[config.mk]
export PLATFORM = sky130hd
export DESIGN_NAME = button_conditioner
export DESIGN_NICKNAME = d
export VERILOG_FILES = /design/src/rtl/button_conditioner.sv
export SDC_FILE = /design/constraint.sdc
export NUM_CORES = 1
export LEC_CHECK = 0
export ABC_AREA = 1
export ABC_CLOCK_PERIOD_IN_PS = 3800
export CORE_ASPECT_RATIO = 0.5
export CORE_MARGIN = 5
export CORE_UTILIZATION = 40
export DETAILED_ROUTE_END_ITERATION = 10
export SYNTH_ARGS = -nofsm -noshare
export SYNTH_HDL_FRONTEND = slang
export SYNTH_SLANG_ARGS = --single-unit
[constraint.sdc]
create_clock -name clk -period 3.8 [get_ports clk]
set_input_delay 0.76 -clock clk [delete_from_list [all_inputs] [get_ports clk]]
set_output_delay 0.76 -clock clk [all_outputs]
set_load 0.1 [all_outputs]
[src/rtl/button_conditioner.sv]
// Push-button front end: 2-flop synchronisers, per-button debounce, up/down
// press pulses with hold-to-repeat and conflict lockout, and a toggled mode level.
module button_conditioner #(
   parameter int DEBOUNCE = 4,
   parameter int HOLD     = 16,
   parameter int REPEAT   = 8,
   parameter int CNT_W    = 16
) (
   input  logic clk,
   input  logic reset,
   input  logic btn_up,
   input  logic btn_down,
   input  logic btn_mode,
   output logic up,
   output logic down,
   output logic mode
);

   typedef enum logic [1:0] {ST_IDLE, ST_HOLD, ST_REPEAT} state_t;

   logic [2:0]       raw;
   logic [2:0]       sync_p0;
   logic [2:0]       sync_p1;
   logic [2:0]       stable_p2;
   logic [2:0]       stable_p3;
   logic [2:0]       rise;
   logic [CNT_W-1:0] db_cnt [3];
   logic             lockout;
   logic             lock_now;
   state_t           st     [2];
   state_t           st_n   [2];
   logic [CNT_W-1:0] tmr    [2];
   logic [CNT_W-1:0] tmr_n  [2];
   logic [1:0]       pulse;

   assign raw = {btn_mode, btn_down, btn_up};

   // Stage p0/p1: synchronisers; stage p2: debounced stable levels
   always_ff @(posedge clk or posedge reset) begin
      if (reset) begin
         sync_p0   <= '0;
         sync_p1   <= '0;
         stable_p2 <= '0;
         stable_p3 <= '0;
         for (int i = 0; i < 3; i++) db_cnt[i] <= '0;
      end else begin
         sync_p0   <= raw;
         sync_p1   <= sync_p0;
         stable_p3 <= stable_p2;
         for (int i = 0; i < 3; i++) begin
            if (sync_p1[i] == stable_p2[i]) begin
               db_cnt[i] <= '0;
            end else if (db_cnt[i] == CNT_W'(DEBOUNCE - 1)) begin
               stable_p2[i] <= sync_p1[i];
               db_cnt[i]    <= '0;
            end else begin
               db_cnt[i] <= db_cnt[i] + CNT_W'(1);
            end
         end
      end
   end

   assign rise = stable_p2 & ~stable_p3;

   // Simultaneous up+down blocks both channels in the same cycle it is seen
   assign lock_now = lockout | (stable_p2[0] & stable_p2[1]);

   // Stage p3: auto-repeat next-state and pulse decode per up/down channel
   always_comb begin
      pulse = '0;
      for (int c = 0; c < 2; c++) begin
         st_n[c]  = st[c];
         tmr_n[c] = tmr[c];
         if (lock_now || !stable_p2[c]) begin
            st_n[c]  = ST_IDLE;
            tmr_n[c] = '0;
         end else begin
            case (st[c])
               ST_IDLE: begin
                  if (rise[c]) begin
                     pulse[c] = 1'b1;
                     st_n[c]  = ST_HOLD;
                     tmr_n[c] = CNT_W'(HOLD);
                  end
               end
               ST_HOLD, ST_REPEAT: begin
                  if (tmr[c] == CNT_W'(1)) begin
                     pulse[c] = 1'b1;
                     st_n[c]  = ST_REPEAT;
                     tmr_n[c] = CNT_W'(REPEAT);
                  end else begin
                     tmr_n[c] = tmr[c] - CNT_W'(1);
                  end
               end
               default: begin
                  st_n[c]  = ST_IDLE;
                  tmr_n[c] = '0;
               end
            endcase
         end
      end
   end

   // Stage p4: registered command outputs, lockout and mode level
   always_ff @(posedge clk or posedge reset) begin
      if (reset) begin
         for (int c = 0; c < 2; c++) begin
            st[c]  <= ST_IDLE;
            tmr[c] <= '0;
         end
         up      <= 1'b0;
         down    <= 1'b0;
         mode    <= 1'b1;
         lockout <= 1'b0;
      end else begin
         for (int c = 0; c < 2; c++) begin
            st[c]  <= st_n[c];
            tmr[c] <= tmr_n[c];
         end
         up   <= pulse[0];
         down <= pulse[1];
         if (stable_p2[0] & stable_p2[1]) lockout <= 1'b1;
         else if (!stable_p2[0] && !stable_p2[1]) lockout <= 1'b0;
         if (rise[2]) mode <= ~mode;
      end
   end

endmodule

==> metrics, run 1 <==
sequential-to-total area share from yosys stat 0.471; Syn-to-layout area delta 10.8%; worst-path cell chain clkdlybuf4s50_1; Max-Cap Viols 0; Setup crit end kind primary output; EDFF count, synth 0; post-layout min period 2.76 ns; final worst path period share 0.726; dominant synthesized flop cell dfrtp_1; Vias 4125; CP delay by family, top buffers and inverters; setup tns final 0 ns; RSZ-0062 raised after global routing no; Final Hold Viols 0; Pleak 0.00290 uW; PortBufs 7; clk_lat worst skew 0.34 ns; nature of the critical path startpoint flip-flop; DR WL/cell 11.5 um; Netlist cell types 33; Die H 91.5 um; Syn Nets 698; Worst-path clk slew 0.07 ns; WHS Endpoint sync_p1[1]; initial core utilization 0.414; drc violations 0; antenna viol nets, final 0; Core Box Area 12800 um^2; Arr. time, crit path 2.00 ns; Routed Wire Length 9960 um; placed insts 853; CTS Buffer Depth 2; first-pass GRT wire length 18300 um; fin worst setup slack 1.04 ns; Nets 711; outcome complete, no violations; yosys warns 0; Setup Viol. Count Final 0; Total GRT Usage 0.136; top post-synthesis cells by area dfrtp_1 47%, nor2_1 11%, nand2_1 9.9%, xor2_1 6.1%, inv_1 5.4%; worst hold path class reg2reg; Top Ports 8; RR Endpoint tmr[31]; layout cells sized above 1 0.0601; slew of the pin with the lowest slew margin 0.965 ns; vias per inst 4.75; Worst Skew 0.00947 ns; HP Start sync_p0[1]; Crit-path slowest cell clkdlybuf4s50_1; pwr dens 752 nW/um^2; Finished Layout Cells 869; f_max 362 MHz; peak supply drop 0.000292 V; most common cell in the netlist nor2_1; WHS Path Cells 0; Post-CTS Resized 0; Post-DP HPWL 7100 um; RR Startpoint stable_p2[0]; CTS root buf clkbuf_16; clock tree sinks 100; Post-Place Worst Slack 1.40 ns; post-synth top area share 0.466; GRT overflow 0; CTS tree built; slowest stage delay, CP 1.12 ns; # rows 29; total power 4430 uW; initial antenna violation count 0; full die area 15800 um^2; FF-to-FF setup slack 1.90 ns; slew margin rel. 0.354; worst r2r path cells 9; Filler cells 1305; Ant. Diodes 0; FFs w/ async S/R, synth 1.00; synth cell count leaders 153 x nor2_1, 140 x nand2_1, 99 x dfrtp_1; CTS Hold Bufs 0; Pre-antenna DRT Iters 4; critical path class reg2out; Worst EP required 3.04 ns; mapped cell area 5320 um^2; Final Wtd Congestion 0.832; Post CTS Setup Buffer Count 0; area leader, netlist dfrtp_1; FF+latch count, synth 100; Mapped Cells 681; Max FO, Critical Path 2; pin count of the biggest net entering global routing 76; DR iter-0 viols 240; Pins Over Slew Limit 0; CTS buffer count 9; Die Wd 173 um; H-Tree Depth 3; crit path buf inv count 1; syn_area_per_cell 7.81 um^2; vias in the first global route 4069
-- how the worst max path moves through the flow --
stage                      from   endpoint  slack [ns]  cells after the start
after floorplan           reset  db_cnt[0]        0.42                      1
after global placement     mode       mode        1.40                      1
after detailed placement   mode       mode        1.40                      1
after CTS                  mode       mode        1.02                      1
after global routing       mode       mode        1.01                      1
final                      mode       mode        1.04                      1
-- cell families after synthesis --
family / after synthesis / share of synthesized area
simple gates: 406 / 0.332
flops: 100 / 0.471
buf+inv: 86 / 0.0628
xor+xnor: 43 / 0.0708
compound gates: 34 / 0.0351
fa+ha+maj: 12 / 0.0282
-- registers in the layout, indices dropped and copies added, names as in the netlist --
name and cells:
st 4, tmr 32, stable_p2 3, sync_p1 3, down 1, sync_p0 3
lockout 1, up 1, mode 1, stable_p3 3, db_cnt 48
-- layout make-up --
type                            count  area (um^2)  area share
Inverter                           80          303      0.0514
Clock buffer                       10          239      0.0406
Clock inverter                      6         62.6      0.0106
Timing Repair Buffer                8         90.1      0.0153
Sequential cell                   100         2500       0.425
Multi-Input combinational cell    495         2480       0.421
Tap cell                          170          213      0.0361
-- where the power goes --
group | switching [uW] | internal, uW
Combinational | 1280 | 717
Clock | 400 | 529
Sequential | 207 | 1290
-- worst register-to-register path: stages (launching register included) --
cell and delay (ns):
dfrtp_1 0.46, ha_1 0.27, nor2_4 0.19, nand3_2 0.31, nand2_1 0.25, nor2_1 0.08
nand2_1 0.09, nand2_1 0.06, nand2_1 0.06, nor2_1 0.04
-- per-layer routing --
metal	track usage	vias up	part of all wire
met4	0.0425	0	0.012
met3	0.0311	11	0.024
li1	-	2164	-
met5	0	-	0
met1	0.180	1900	0.52
met2	0.224	50	0.44
-- metrics by stage --
step	cell area (um^2)	hold slack, ns	util
2_1_floorplan	5320	0.331	-
3_3_place_gp	5590	0.333	0.435
3_5_place_dp	5590	0.337	0.435
4_1_cts	5890	0.357	0.459
5_1_grt	5890	0.365	0.459
6_report	5890	0.356	0.459
-- cells in the final DEF (no fill, tap or decap), drive strengths merged, types with 4 or more instances in the layout --
| cell | Yosys | layout |
|---|---|---|
| nand3 | 52 | 52 |
| a21oi | 11 | 11 |
| nand2 | 141 | 141 |
| nand3b | 4 | 4 |
| o21ai | 16 | 16 |
| xnor2 | 6 | 6 |
| nor2 | 161 | 161 |
| clkbuf | 2 | 10 |
| clkinv | 0 | 4 |
| inv | 80 | 81 |
| nor3 | 32 | 32 |
| ha | 12 | 12 |
| nand4 | 5 | 5 |
| or2 | 5 | 5 |
| xor2 | 37 | 37 |
| clkdlybuf4s50 | 0 | 7 |
| dfrtp | 99 | 99 |
Note: power is estimated with default switching activity, not from simulation.
==> run 2: changes to the inputs <==
--- a/config.mk
+++ b/config.mk
@@ -6,7 +6,7 @@
 export NUM_CORES = 1
 export LEC_CHECK = 0
 export ABC_AREA = 1
-export ABC_CLOCK_PERIOD_IN_PS = 3800
+export ABC_CLOCK_PERIOD_IN_PS = 2300
 export CORE_ASPECT_RATIO = 0.5
 export CORE_MARGIN = 5
 export CORE_UTILIZATION = 40
==> constraint.sdc (replaced) <==
create_clock -name clk -period 2.3 [get_ports clk]
set_input_delay 0.46 -clock clk [delete_from_list [all_inputs] [get_ports clk]]
set_output_delay 0.46 -clock clk [all_outputs]
set_load 0.1 [all_outputs]
==> metrics, run 2 (same netlist as run 1, synthesis figures left out) <==
Net Sw Power 3180 uW (+68%); Ant. Diodes 0 (unchanged); RSZ-0062 raised after global routing no; Final Hold Viols 0 (unchanged); placed instance area 5620 um^2 (+0.60%); PortBufs 7 (unchanged); max FFs per register 48 (unchanged); Core Box Area 12800 um^2 (unchanged); HP Start sync_p0[0]; slew of the pin with the lowest slew margin 0.452 ns (-0.514 ns); Pleak 0.00290 uW (+0.26%); RR Startpoint stable_p2[0]; Die Wd 173 um (unchanged); CTS buffer count 9 (unchanged); initial antenna violation count 0 (unchanged); Worst Skew 0.00559 ns (-0.00387 ns); worst hold path class reg2reg; WHS Path Cells 0 (unchanged); drc violations 0 (unchanged); Register Area 2500 um^2 (unchanged); Pins Over Slew Limit 0 (unchanged); worst r2r path cells 7 (-2); DR iter-0 viols 332 (+38%); slew margin rel. 0.698 (+0.344); worst-path cell chain ha_1, nor2_4, nand3_2, inv_1, nor2_1, nand3_1, o22ai_1; RR Endpoint tmr[17]; layout cells sized above 1 0.0670 (+0.00696); Comb power frac 0.457 (+0.005); Sw Share 0.439 (+0.0120); Post CTS Setup Buffer Count 0 (unchanged); Syn-to-layout area delta 11.1%; vias in the first global route 3875 (-4.8%); critical path class reg2reg; Setup crit end kind flip-flop; CTS tree built; H-Tree Depth 3 (unchanged); antenna viol nets, final 0 (unchanged); Filler cells 1257 (-3.7%); DR WL/cell 11.4 um (-0.89%); commonest cells after routing, fill and taps aside 153 x nor2_1, 140 x nand2_1, 99 x dfrtp_1, 75 x inv_1, 49 x nand3_1; Arr. time, crit path 2.07 ns (+0.07 ns); initial core utilization 0.414 (unchanged); GRT overflow 0 (unchanged); Largest regs db_cnt (48), tmr (32), st (4); Max-Cap Viols 0 (unchanged); Crit-path slowest cell dfrtp_1; Final Wtd Congestion 0.841 (+1.1%); CTS Hold Bufs 0 (unchanged); post-layout min period 1.85 ns; nature of the critical path startpoint flip-flop; total power 7250 uW (+64%); vias per inst 4.76 (+0.33%); Vias 4148 (+0.56%); pin count of the biggest net entering global routing 37 (-51%); full die area 15800 um^2 (unchanged); CTS root buf clkbuf_16; Sequential Power Share 0.343 (+0.004); Post-DP HPWL 7290 um (+2.7%); fin worst setup slack 0.451 ns (-0.588 ns); clk_lat worst skew 0.34 ns (about the same); Total GRT Usage 0.133 (-0.00352); Nets 713 (+0.28%); Routed Wire Length 9890 um (-0.66%); area of the multi-input gates 2480 um^2 (unchanged); Post-Place Worst Slack 0.469 ns (-0.928 ns); Die H 91.5 um (unchanged); Pre-antenna DRT Iters 5 (+1); f_max 541 MHz; internal power 4070 uW (+60%); Max FO, Critical Path 15 (+13); final design area excluding fillers 5900 um^2 (+0.25%); final worst path period share 0.804; Post-CTS Resized 0 (unchanged); Setup Viol. Count Final 0 (unchanged); Top Ports 8 (unchanged); Most flops, register db_cnt; WHS Endpoint sync_p1[0]; setup tns final 0 ns (unchanged); peak supply drop 0.000561 V (+92%); Worst EP required 2.52 ns (-0.52 ns); Clock Power Share 0.201 (-0.009); commonest non-fill, non-tap cell in the layout nor2_1; # rows 29 (unchanged); clock tree sinks 100 (unchanged); CTS Buffer Depth 2 (unchanged); Worst-path clk slew 0.07 ns (about the same); first-pass GRT wire length 17700 um (-2.8%); pwr dens 1230 nW/um^2 (+63%); FF-to-FF setup slack 0.45 ns (-1.45 ns); outcome complete, no violations; slowest stage delay, CP 0.45 ns (-0.67 ns)
run 2: changes by cell type in the layout (fill, tap and decap cells not counted), moves of 2 or more:
cell / change
clkinv_2: -2
clkinv_4: +2
clkdlybuf4s50_1: -3
buf_4: +3
buf_12: +2
inv_6: +2
run 2: layer usage:
layer  vias up  wire (um)  global-route usage
met4         0        100              0.0365
met1      1907       5220               0.183
met2        56       4230               0.206
met5         -          0                   0
met3        10        329              0.0373
li1       2175          -                   -
run 2: how the worst max path moves through the flow:
stage | end | from | slack, ns
CTS | tmr[15] | stable_p2[0] | 0.45
global placement | tmr[31] | stable_p2[0] | 0.53
finish | tmr[17] | stable_p2[0] | 0.45
global route | tmr[15] | stable_p2[0] | 0.27
floorplan | db_cnt[0] | reset | 0.65
detailed placement | tmr[17] | stable_p2[0] | 0.47
run 2: power groups by stage:
stage / clock network [uW] / logic [uW] / registers [uW]
2_1_floorplan: 0 / 2650 / 2560
3_3_place_gp: 0 / 3290 / 2510
3_5_place_dp: 0 / 3320 / 2510
4_1_cts: 1520 / 3330 / 2480
5_1_grt: 1570 / 3840 / 2550
6_report: 1460 / 3310 / 2490
run 2: stage by stage:
stage | hold WS, ns | utilization | instances
after floorplan | 0.331 | - | 681
after global routing | 0.366 | 0.460 | 871
after detailed placement | 0.343 | 0.438 | 855
final | 0.355 | 0.460 | 871
after global placement | 0.335 | 0.438 | 855
after CTS | 0.363 | 0.460 | 871
run 2: final cells by class:
cell class	instances	share of cell area
Sequential cell	100	0.424
Multi-Input combinational cell	495	0.420
Inverter	80	0.0515
Clock buffer	9	0.0381
Tap cell	170	0.0360
Timing Repair Buffer	10	0.0208
Clock inverter	7	0.00975
run 2: worst max-delay path: cells and delay by family (launching register included):
family	cells	cell delay (ns)
fa+ha+maj	1	0.27
simple gates	4	0.67
flops	1	0.45
compound gates	1	0.08
buf+inv	1	0.23
==> run 3: changes to the inputs <==
--- a/config.mk
+++ b/config.mk
@@ -6,7 +6,7 @@
 export NUM_CORES = 1
 export LEC_CHECK = 0
 export ABC_AREA = 1
-export ABC_CLOCK_PERIOD_IN_PS = 2300
+export ABC_CLOCK_PERIOD_IN_PS = 1500
 export CORE_ASPECT_RATIO = 0.5
 export CORE_MARGIN = 5
 export CORE_UTILIZATION = 40
==> constraint.sdc (replaced) <==
create_clock -name clk -period 1.5 [get_ports clk]
set_input_delay 0.3 -clock clk [delete_from_list [all_inputs] [get_ports clk]]
set_output_delay 0.3 -clock clk [all_outputs]
set_load 0.1 [all_outputs]
==> metrics, run 3 (same netlist as run 1, synthesis figures left out) <==
outcome finished, violations left; failing checks setup timing; placed instance area 5950 um^2 (+5.8%); H-Tree Depth 3 (unchanged); first-pass GRT wire length 18300 um (+3.0%); Final Hold Viols 0 (unchanged); Setup Viol. Count Final 21 (+21); vias in the first global route 4091 (+5.6%); DR iter-0 viols 228 (-31%); CTS Buffer Depth 2 (unchanged); Setup crit end kind flip-flop; RSZ-0062 raised after global routing yes; critical path class reg2reg; f_max 635 MHz (+17%); CTS tree built; Util after Layout 0.523 (+0.0634); Routed Wire Length 10800 um (+9.4%); Arr. time, crit path 1.80 ns (-0.27 ns); Pins Over Slew Limit 0 (unchanged); Final Wtd Congestion 0.841 (about the same); initial core utilization 0.414 (unchanged); antenna viol nets, final 0 (unchanged); Die H 91.5 um (unchanged); Pre-antenna DRT Iters 4 (-1); final design area excluding fillers 6720 um^2 (+14%); CTS root buf clkbuf_16; commonest non-fill, non-tap cell in the layout nor2_1; max FFs per register 48 (unchanged); Finished Layout Cells 930 (+6.8%); clock tree sinks 100 (unchanged); # rows 29 (unchanged); CTS buffer count 9 (unchanged); slew margin rel. 0.727 (+0.0286); nature of the critical path startpoint flip-flop; placed insts 895 (+4.7%); Total GRT Usage 0.135 (+0.00294); Most flops, register db_cnt; GRT overflow 0 (unchanged); layout cells sized above 1 0.208 (+0.141); vias per inst 4.82 (+1.3%); drc violations 0 (unchanged); Worst Skew 0.00708 ns (+0.00149 ns); Nets 772 (+8.3%); Ant. Diodes 0 (unchanged); Pleak 0.00324 uW (+11%); Die Wd 173 um (unchanged); pin count of the biggest net entering global routing 70 (+89%); Vias 4485 (+8.1%); full die area 15800 um^2 (unchanged); DR WL/cell 11.6 um (+2.4%); peak supply drop 0.000887 V (+58%); Post-DP HPWL 7360 um (+0.91%); Syn-to-layout area delta 26.4%; worst hold path class reg2reg; Max FO, Critical Path 7 (-8); final worst path period share 1.05 (+0.247); PortBufs 7 (unchanged); commonest cells after routing, fill and taps aside 140 x nor2_1, 126 x nand2_1, 99 x dfrtp_1, 68 x inv_1, 50 x buf_4; Top Ports 8 (unchanged); initial antenna violation count 0 (unchanged); Max-Cap Viols 0 (unchanged); pwr dens 1990 nW/um^2 (+62%); slew of the pin with the lowest slew margin 0.409 ns (-0.0424 ns); clk_lat worst skew 0.34 ns (about the same); Core Box Area 12800 um^2 (unchanged); Post-Place Worst Slack -0.165 ns (-0.634 ns); post-layout min period 1.58 ns (-0.273 ns); Worst-path clk slew 0.07 ns (about the same); Worst EP required 1.73 ns (-0.79 ns); Largest regs db_cnt (48), tmr (32), st (4); fin worst setup slack -0.0753 ns (-0.527 ns)
## run 3: timing repair
item	in CTS	in global routing
hold endpoints to repair	0	0
setup buffers	2	14
cloned	0	3
gates resized for setup	14	76
endpoints found under the setup margin	28	47
hold buffers	0	0
pin swaps	2	24
## run 3: worst max-delay path, cell delays in order (launching register included)
cell and delay, ns:
dfrtp_1 0.41, ha_4 0.18, nor2_4 0.17, buf_4 0.16, nand3_4 0.12, buf_4 0.17
buf_4 0.13, nand2_1 0.04, o21ai_0 0.07
## run 3: layout make-up
cell class,instances,area [um^2]
fill,1216,6130
clock inverter,5,45.0
inverter,80,322
timing repair buffer,66,594
multi-input combinational,496,2780
timing repair inverter,2,18.8
clock buffer,11,243
sequential,100,2500
tap,170,213
## run 3: final timing paths
path	start	slack, ns	endpoint	cells after the start
worst max-delay path	stable_p2[1]	-0.08	tmr[0]	8
worst min-delay path	sync_p0[2]	0.35	sync_p1[2]	0
worst max register to register	stable_p2[1]	-0.08	tmr[0]	8
worst min register to register	sync_p0[2]	0.35	sync_p1[2]	0
max in group asynchronous	reset	0.75	tmr[8]	3
min in group asynchronous	reset	0.37	db_cnt[5]	3
## run 3: report_power, final
part	leakage [uW]	switching [uW]	total (uW)	internal (uW)
Clock	0.000138	1040	2230	1200
Sequential	0.00135	549	3820	3280
Combinational	0.00175	4210	7320	3110
Total	0.00324	5790	13400	7580
## run 3: stage by stage
step	hold slack (ns)	power, uW	setup TNS, ns
global placement	0.334	9770	-1.05
detailed placement	0.335	9810	-1.64
CTS	0.347	12300	-0.0679
finish	0.348	13400	-0.574
global route	0.354	14600	-3.74
floorplan	0.331	8010	0
## run 3: metal layers
metal	routed length (um)	vias to the layer above	global-route usage	part of all wire
li1	-	2290	-	-
met1	5400	2124	0.188	0.50
met2	5010	62	0.216	0.46
met3	307	9	0.0328	0.028
met4	96	0	0.0312	0.0089
met5	0	-	0	0
